--- config.mk ---
export PLATFORM = sky130hd
export DESIGN_NAME = axis_video_timing_out
export DESIGN_NICKNAME = d
export VERILOG_FILES = /design/src/rtl/axis_video_timing_out.sv
export SDC_FILE = /design/constraint.sdc
export NUM_CORES = 1
export LEC_CHECK = 0
export ABC_AREA = 1
export ABC_CLOCK_PERIOD_IN_PS = 2100
export CAP_MARGIN = 5
export CORE_MARGIN = 2
export CORE_UTILIZATION = 50
export DETAILED_ROUTE_END_ITERATION = 8
export MAX_ROUTING_LAYER = met4
export PLACE_DENSITY_LB_ADDON = 0.1
export SLEW_MARGIN = 0
export SYNTH_ARGS = -nofsm -noshare
export SYNTH_HDL_FRONTEND = slang
export SYNTH_SLANG_ARGS = --single-unit
export TNS_END_PERCENT = 30
--- constraint.sdc ---
create_clock -name clk -period 2.1 [get_ports clk]
set_input_delay 0.63 -clock clk [delete_from_list [all_inputs] [get_ports clk]]
set_output_delay 0.63 -clock clk [all_outputs]
set_load 0.03 [all_outputs]
--- src/rtl/axis_video_timing_out.sv ---
// Raster timing generator that pulls one AXI-stream beat per active pixel and
// drives registered hsync/vsync/de/pixel, resynchronising to tuser after errors.
module axis_video_timing_out #(
    parameter int unsigned WIDTH    = 32,
    parameter int unsigned H_ACTIVE = 640,
    parameter int unsigned H_FP     = 16,
    parameter int unsigned H_SYNC   = 96,
    parameter int unsigned H_BP     = 48,
    parameter int unsigned V_ACTIVE = 480,
    parameter int unsigned V_FP     = 10,
    parameter int unsigned V_SYNC   = 2,
    parameter int unsigned V_BP     = 33,
    parameter bit          HS_POL   = 1'b0,
    parameter bit          VS_POL   = 1'b0
) (
    input  logic             clk,
    input  logic             rst,
    input  logic             in_axis_tvalid,
    output logic             in_axis_tready,
    input  logic             in_axis_tuser,
    input  logic             in_axis_tlast,
    input  logic [WIDTH-1:0] in_axis_tdata,
    output logic             hsync_o,
    output logic             vsync_o,
    output logic             de_o,
    output logic [WIDTH-1:0] pixel_o,
    output logic             underflow_o,
    output logic             sync_err_o,
    output logic [1:0]       status_o
);

    localparam int unsigned H_TOTAL = H_ACTIVE + H_FP + H_SYNC + H_BP;
    localparam int unsigned V_TOTAL = V_ACTIVE + V_FP + V_SYNC + V_BP;

    // 12-bit limits so a region end equal to 2048 still compares correctly
    localparam logic [11:0] HA_L   = 12'(H_ACTIVE);
    localparam logic [11:0] HS_BEG = 12'(H_ACTIVE + H_FP);
    localparam logic [11:0] HS_END = 12'(H_ACTIVE + H_FP + H_SYNC);
    localparam logic [11:0] VA_L   = 12'(V_ACTIVE);
    localparam logic [11:0] VS_BEG = 12'(V_ACTIVE + V_FP);
    localparam logic [11:0] VS_END = 12'(V_ACTIVE + V_FP + V_SYNC);
    localparam logic [10:0] H_LAST = 11'(H_TOTAL - 1);
    localparam logic [10:0] V_LAST = 11'(V_TOTAL - 1);
    localparam logic [10:0] H_EOL  = 11'(H_ACTIVE - 1);

    typedef enum logic [1:0] {
        RESYNC = 2'b00,
        ARMED  = 2'b01,
        RUN    = 2'b10
    } state_t;

    state_t      r_state;
    logic [10:0] r_h;
    logic [10:0] r_v;

    logic [11:0] w_h12;
    logic [11:0] w_v12;
    logic        w_active;
    logic        w_hs;
    logic        w_vs;
    logic        w_h_last;
    logic        w_v_last;
    logic        w_beat_ok;

    assign w_h12     = {1'b0, r_h};
    assign w_v12     = {1'b0, r_v};
    assign w_active  = (w_h12 < HA_L) && (w_v12 < VA_L);
    assign w_hs      = (w_h12 >= HS_BEG) && (w_h12 < HS_END);
    assign w_vs      = (w_v12 >= VS_BEG) && (w_v12 < VS_END);
    assign w_h_last  = (r_h == H_LAST);
    assign w_v_last  = (r_v == V_LAST);
    assign w_beat_ok = (in_axis_tuser == ((r_h == '0) && (r_v == '0))) &&
                       (in_axis_tlast == (r_h == H_EOL));
    assign status_o  = r_state;

    // In RESYNC everything except a frame-start beat is drained so the
    // upstream reaches its next tuser as quickly as possible.
    always_comb begin
        in_axis_tready = 1'b0;
        case (r_state)
            RESYNC:  in_axis_tready = !(in_axis_tvalid && in_axis_tuser);
            RUN:     in_axis_tready = w_active;
            default: in_axis_tready = 1'b0;
        endcase
    end

    always_ff @(posedge clk) begin
        if (rst) begin
            r_h         <= '0;
            r_v         <= '0;
            r_state     <= RESYNC;
            de_o        <= 1'b0;
            pixel_o     <= '0;
            hsync_o     <= ~HS_POL;
            vsync_o     <= ~VS_POL;
            underflow_o <= 1'b0;
            sync_err_o  <= 1'b0;
        end else begin
            if (w_h_last) begin
                r_h <= '0;
                r_v <= w_v_last ? '0 : r_v + 11'd1;
            end else begin
                r_h <= r_h + 11'd1;
            end

            de_o    <= w_active;
            hsync_o <= w_hs ? HS_POL : ~HS_POL;
            vsync_o <= w_vs ? VS_POL : ~VS_POL;
            pixel_o <= '0;

            case (r_state)
                RESYNC: begin
                    if (in_axis_tvalid && in_axis_tuser)
                        r_state <= ARMED;
                end
                ARMED: begin
                    if (w_h_last && w_v_last)
                        r_state <= RUN;
                end
                RUN: begin
                    if (w_active) begin
                        if (in_axis_tvalid) begin
                            pixel_o <= in_axis_tdata;
                            if (!w_beat_ok) begin
                                sync_err_o <= 1'b1;
                                r_state    <= RESYNC;
                            end
                        end else begin
                            underflow_o <= 1'b1;
                            r_state     <= RESYNC;
                        end
                    end
                end
                default: r_state <= RESYNC;
            endcase
        end
    end

endmodule

==> results of run 1 <==
==> cells in the final DEF, fill, tap and decap left out, types with 11 or more instances in the layout <==
master | netlist | routed
clkdlybuf4s50_1 | 0 | 72
dfxtp_1 | 61 | 58
inv_1 | 59 | 57
nor2_1 | 49 | 47
nand2_1 | 34 | 32
nor2_2 | 22 | 23
nand3_1 | 16 | 16
buf_4 | 0 | 14
a21oi_1 | 13 | 13
clkbuf_8 | 0 | 11
==> through the flow <==
stage / utilization / hold WS, ns / setup WS [ns]
finish: 0.756 / 0.458 / 0.00605
global route: 0.756 / 0.502 / -0.0641
CTS: 0.746 / 0.460 / 0.000320
detailed placement: 0.706 / 0.450 / -0.117
global placement: 0.706 / 0.443 / -0.122
floorplan: - / 0.430 / 0.211
==> critical path, delay by kind of cell, from the launching register on <==
kind	cells	cell delay [ns]
AOI/OAI and AO/OA	1	0.17
buffers and inverters	3	0.28
DFF	1	0.33
and+or+nand+nor	4	0.35
==> per-layer routing <==
| layer | track usage | part of all wire |
|---|---|---|
| met1 | 0.233 | 0.39 |
| met2 | 0.369 | 0.51 |
| met3 | 0.0549 | 0.075 |
| met4 | 0.119 | 0.024 |
| met5 | - | 0 |
==> kinds of logic after synthesis <==
group | Yosys count | share of synthesized area
buf+inv | 70 | 0.113
flops | 61 | 0.481
simple gates | 154 | 0.305
compound gates | 26 | 0.0572
fa+ha+maj | 4 | 0.0197
xor+xnor | 7 | 0.0242
==> how the worst min path moves through the flow <==
stage | start | slack (ns) | end | cells after the start
5_1_grt | sync_err_o$_SDFFE_PP0P_ | 0.50 | sync_err_o$_SDFFE_PP0P_ | 2
2_1_floorplan | r_h[0]$_SDFF_PP0_ | 0.43 | r_h[0]$_SDFF_PP0_ | 1
3_3_place_gp | r_h[0]$_SDFF_PP0_ | 0.44 | r_h[0]$_SDFF_PP0_ | 1
3_5_place_dp | sync_err_o$_SDFFE_PP0P_ | 0.45 | sync_err_o$_SDFFE_PP0P_ | 2
6_report | sync_err_o$_SDFFE_PP0P_ | 0.46 | sync_err_o$_SDFFE_PP0P_ | 2
4_1_cts | sync_err_o$_SDFFE_PP0P_ | 0.46 | sync_err_o$_SDFFE_PP0P_ | 2
==> power by group through the flow <==
stage          clock network, W  registers (W)  logic [W]
5_1_grt                0.000951        0.00117   0.000175
2_1_floorplan                 0        0.00120  0.0000566
6_report               0.000877        0.00117   0.000158
3_5_place_dp                  0        0.00120   0.000157
4_1_cts                0.000896        0.00117   0.000156
3_3_place_gp                  0        0.00120   0.000153
==> sequential cells by signal (all words and copies together) (netlist names) <==
signal	flops
de_o	1
hsync_o	1
r_h	11
vsync_o	1
r_v	11
status_o	2
underflow_o	1
pixel_o	32
sync_err_o	1
==> final cells by class <==
type	instances	area, um^2	area share
Clock buffer	12	155	0.0426
Clock inverter	2	10.0	0.00275
Inverter	64	240	0.0659
Multi-Input combinational cell	191	1060	0.292
Sequential cell	61	1220	0.336
Tap cell	67	83.8	0.0230
Timing Repair Buffer	90	867	0.238
==> what timing repair did <==
item,4_1_cts,5_1_grt
resized for setup,10,8
pin swaps,0,4
endpoints found under the setup margin,1,2
gates cloned,0,0
buffers inserted,1,4
==> impl_results.md, run 1 <==
* Drt first pass iters at 4
* Pwr/cell area at 605 nW/um^2
* CTS buffer count at 9
* Detail Route Antenna Nets at 0
* Total global routing overflow at 0
* Most frequent cell after synthesis: dfxtp_1
* Gpl congestion at 0.898
* Die Ht at 75.3 um
* CP most frequent cell: inv_2
* Inserted Diodes at 0
* DIE WIDTH at 75.3 um
* Top cell type's share of synthesized area at 0.481
* Critical path's slowest cell: dfxtp_2
* Fin. Hold Viols at 0
* RSZ-0062 raised after global routing: true
* WL/cell at 11.9 um
* Reg2Reg Setup Slack at 0.50 ns
* Max rail drop VDD at 0.544 mV
* CTS sink cnt at between 60 and 70
* Initial antenna violation count at 0
* Period utilisation layout at 0.997
* Post-Place Cells at 468
* Post-synth EDFFs at 0
* Placeable Area at 4820 um^2
* First-pass GRT wire length at roughly 8900 um
* Mapped Avg Cell Area at about 7.9 um^2
* Reg-to-reg endpoint: r_v[1]$_SDFFE_PP0N_
* Type of the worst min-delay path: register to register
* Mapped Nets at roughly 360
* Io pins at 77
* Critical path type: register to output pin
* Seq pwr share at 0.531
* Area Growth Syn to Fin at 43.5%
* Synthesis Warnings at 0
* Leak Pwr at 1.62 nW
* FF-to-FF Start: r_h[0]$_SDFF_PP0_
* Largest net degree at the start of global routing at 12
* CP arrival at 1.46 ns
* Slowest cell delay on critical path at 0.33 ns
* Power Total at around 0.0022 W
* Row count at 25
* Placed inst area at 3400 um^2
* Design Area, Final at around 3600 um^2
* Worst clock skew at 0.00770 ns
* Setup TNS Final at 0 ns
* CP Launch Point: r_v[5]$_SDFFE_PP0N_
* Maximum capacitance violations at 0
* Int Pwr at ~0.0017 W
* Ys flop type: dfxtp_1
* Async S/R FF share, synth at 0
* Share of layout cells above drive strength 1 at 0.171
* CP Capture Point: in_axis_tready
* Seq cells post-synth at 61
* Final-report setup violation count at 0
* Slew headroom at 0.740
* Clk buf depth at 2
* Drt via density at 4.78
* DRC at 0
* Final cell count without fillers at about 500
* Leading post-synthesis cells by cell area: dfxtp_1 (48%), inv_1 (8.7%), nor2_1 (7.2%), nor2_2 (5.4%), nand2_1 (5.0%)
* Initial Utilization at 0.527
* Via Count at 2328
* Sw Share at 0.215
* Unique masters post-synth at 31
* Root Driver: clkbuf_8
* Worst path cell trace: nand2_2 > inv_2 > nand2_4 > nor2_4 > inv_2 > nand4_4 > o21ai_2 > buf_6
* Outcome: completed
* CTS tree: built
* Mapped Cells at roughly 320
* WL final at 5770 um
* Critical path startpoint category: register
* I/O Buffers at 76
* Final max-slew violation count at 0
* Slew @ Worst Pin at approximately 0.39 ns
* Die area at approximately 5700 um^2
* Switching power at 0.000475 W
* Clock Latency Late Sink at about 0.34 ns
* Clock slew at reported path FFs at ~0.060 ns
* Fillers at approximately 370
* Post-Syn Area at 2540 um^2
* Critical Path RT at 1.47 ns
* Logic gate share of total power at 0.071
* Post-synth top area cell: dfxtp_1
* F_max at 0.478 GHz
* Initial DRC Count at between 100 and 150
* Register area share after synthesis at 0.481
* Period minus WS final at 2.09 ns
* CP max FO at 4
* H-tree Lvls at 3
* Placed wire-length estimate at roughly 4400 um
* Final #Nets at approximately 460
* Total GRT Usage at 0.218
* CTS Hold Buffers Added at 0
* Clk pwr share at 0.398
* Crit path capture type: output pin
* Most frequent cells after synthesis: dfxtp_1 (61), inv_1 (59), nor2_1 (49), nand2_1 (34), nor2_2 (22)
* Vias in the first global route at 2066
* Reg2reg path depth at 8
(Power assumes the default switching activity.)
==> inputs of run 2 (changes only) <==
--- a/config.mk
+++ b/config.mk
@@ -13,6 +13,7 @@
 export DETAILED_ROUTE_END_ITERATION = 8
 export MAX_ROUTING_LAYER = met4
 export PLACE_DENSITY_LB_ADDON = 0.1
+export SKIP_LAST_GASP = 1
 export SLEW_MARGIN = 0
 export SYNTH_ARGS = -nofsm -noshare
 export SYNTH_HDL_FRONTEND = slang
==> run 2 against run 1 <==
  * Critical endpoint unchanged
  * Sequential cell count unchanged
  * Count of clock-buffer cells in the layout unchanged
  * Largest cell class unchanged
  * Sequential share of layout area about the same
  * Final cell count unchanged
  * Utilization decreased by 0.052 points
  * Clock skew about the same
==> impl_results.md, run 2 (same netlist as run 1, synthesis figures left out) <==
* Logic gate share of total power at 0.071 (about the same)
* Commonest non-fill, non-tap cell in the layout: clkdlybuf4s50_1
* Initial Utilization at 0.527 (unchanged)
* Root Driver: clkbuf_8
* Max reg flops at 32 (unchanged)
* Final #Nets at 458 (unchanged)
* Pwr/cell area at 606 nW/um^2 (about the same)
* Clock Latency Late Sink at 0.34 ns (about the same)
* Pre-CTS WS at -0.117 ns (unchanged)
* Inserted Diodes at 0 (unchanged)
* Seq pwr share at 0.531 (about the same)
* Io pins at 77 (unchanged)
* Sw Share at 0.215 (about the same)
* Clk buf depth at 2 (unchanged)
* First-pass GRT wire length at 8860 um (unchanged)
* DIE WIDTH at 75.3 um (unchanged)
* Largest regs: pixel_o (32), r_h (11), r_v (11)
* CTS tree: built
* DRC at 0 (unchanged)
* Area Growth Syn to Fin at 43.4% (about the same)
* F_max at 0.478 GHz (about the same)
* Period utilisation layout at 0.997 (about the same)
* Final max-slew violation count at 0 (unchanged)
* Vias in the first global route at 2066 (unchanged)
* Int Pwr at 0.00173 W (unchanged)
* Detail Route Antenna Nets at 0 (unchanged)
* Max rail drop VDD at 0.544 mV (unchanged)
* Clk pwr share at 0.398 (about the same)
* RSZ-0062 raised after global routing: true
* Worst clock skew at 0.00770 ns (-0.0000000300 ns)
* Total global routing overflow at 0 (unchanged)
* Leak Pwr at 1.60 nW (-1.2%)
* Placed wire-length estimate at 4430 um (unchanged)
* Switching power at 0.000475 W (about the same)
* Commonest non-fill, non-tap cells in the layout: clkdlybuf4s50_1 (73), dfxtp_1 (58), inv_1 (57)
* H-tree Lvls at 3 (unchanged)
* Placeable Area at 4820 um^2 (unchanged)
* Slew headroom at 0.741 (+0.000966)
* Clock slew at reported path FFs at 0.06 ns (about the same)
* Gpl congestion at 0.898 (unchanged)
* Critical path startpoint category: register
* Die area at 5660 um^2 (unchanged)
* Reg2Reg Setup Slack at 0.50 ns (about the same)
* Hold WS at 0.458 ns (-0.00000700 ns)
* Largest net degree at the start of global routing at 12 (unchanged)
* Most flop-heavy register: pixel_o
* CP arrival at 1.46 ns (about the same)
* Setup WS post-layout at 0.00606 ns (+0.00000777 ns)
* Drt via density at 4.78 (unchanged)
* Drt first pass iters at 4 (unchanged)
* Slew @ Worst Pin at 0.387 ns (-0.00144 ns)
* Die Ht at 75.3 um (unchanged)
* CTS buffer count at 9 (unchanged)
* Critical path type: register to output pin
* Initial antenna violation count at 0 (unchanged)
* Final-report setup violation count at 0 (unchanged)
* Row count at 25 (unchanged)
* CP max FO at 4 (unchanged)
* Outcome: completed
* Share of layout cells above drive strength 1 at 0.171 (unchanged)
* Total GRT Usage at 0.218 (unchanged)
* Type of the worst min-delay path: register to register
* Critical Path RT at 1.47 ns (about the same)
* I/O Buffers at 76 (unchanged)
* Fillers at 374 (unchanged)
* CTS sink cnt at 61 (unchanged)
* Crit path capture type: output pin
* Initial DRC Count at 102 (unchanged)
* WL final at 5780 um (about the same)
* Fin. Hold Viols at 0 (unchanged)
* Period minus WS final at 2.09 ns (-0.00000777 ns)
* CTS Hold Buffers Added at 0 (unchanged)
* Maximum capacitance violations at 0 (unchanged)
* Power Total at 0.00221 W (about the same)
* Via Count at 2328 (unchanged)
* WL/cell at 11.9 um (about the same)
[run 2: cell types whose count changed in the layout (fill, tap and decap cells not counted), sizes merged]
cell	change
dlymetal6s2s	-1
clkdlybuf4s50	+1
[run 2: critical path: stages, from the launching register on]
cell     delay [ns]
dfxtp_2        0.33
nand2_2        0.08
inv_2          0.05
nand2_4        0.07
nor2_4         0.05
inv_2          0.08
nand4_4        0.15
o21ai_2        0.17
buf_6          0.15
[run 2: final cells by class]
class / instances / area, um^2 / area share
clock buffer: 12 / 155 / 0.0426
tap: 67 / 83.8 / 0.0230
multi-input combinational: 191 / 1060 / 0.292
clock inverter: 2 / 10.0 / 0.00275
inverter: 64 / 240 / 0.0660
timing repair buffer: 90 / 865 / 0.237
sequential: 61 / 1220 / 0.336
[run 2: metal layers]
| layer | wire (um) | up-vias | share of wire | GRT usage |
|---|---|---|---|---|
| met4 | 138 | 0 | 0.024 | 0.119 |
| met1 | 2270 | 1046 | 0.39 | 0.233 |
| met5 | 0 | - | 0 | - |
| li1 | - | 1192 | - | - |
| met3 | 435 | 15 | 0.075 | 0.0549 |
| met2 | 2940 | 75 | 0.51 | 0.369 |
[run 2: per-stage QoR]
| stage | util | setup TNS (ns) | area [um^2] | instances |
|---|---|---|---|---|
| finish | 0.756 | 0 | 3640 | 487 |
| floorplan | - | 0 | 2540 | 322 |
| global route | 0.756 | -0.104 | 3640 | 487 |
| detailed placement | 0.706 | -0.117 | 3400 | 468 |
| CTS | 0.746 | 0 | 3590 | 483 |
| global placement | 0.706 | -0.122 | 3400 | 468 |
[run 2: path summary, 6_finish.rpt]
path                             endpoint  cells after the start                    start
setup reg to reg      r_v[1]$_SDFFE_PP0N_                      8        r_h[0]$_SDFF_PP0_
setup / recovery           in_axis_tready                      8      r_v[5]$_SDFFE_PP0N_
hold reg to reg   sync_err_o$_SDFFE_PP0P_                      2  sync_err_o$_SDFFE_PP0P_
hold / removal    sync_err_o$_SDFFE_PP0P_                      2  sync_err_o$_SDFFE_PP0P_
[run 2: power groups by stage]
stage | Combinational (W) | Clock, W | Sequential (W)
CTS | 0.000156 | 0.000896 | 0.00117
detailed placement | 0.000157 | 0 | 0.00120
global placement | 0.000153 | 0 | 0.00120
finish | 0.000157 | 0.000877 | 0.00117
global route | 0.000175 | 0.000951 | 0.00117
floorplan | 0.0000566 | 0 | 0.00120
[run 2: what timing repair did]
action | CTS | global route
setup buffers | 1 | 4
gates cloned | 0 | 0
gates resized for setup | 10 | 7
endpoints found under the setup margin | 1 | 2
endpoints found under the hold margin | 0 | 0
pin swaps | 0 | 4
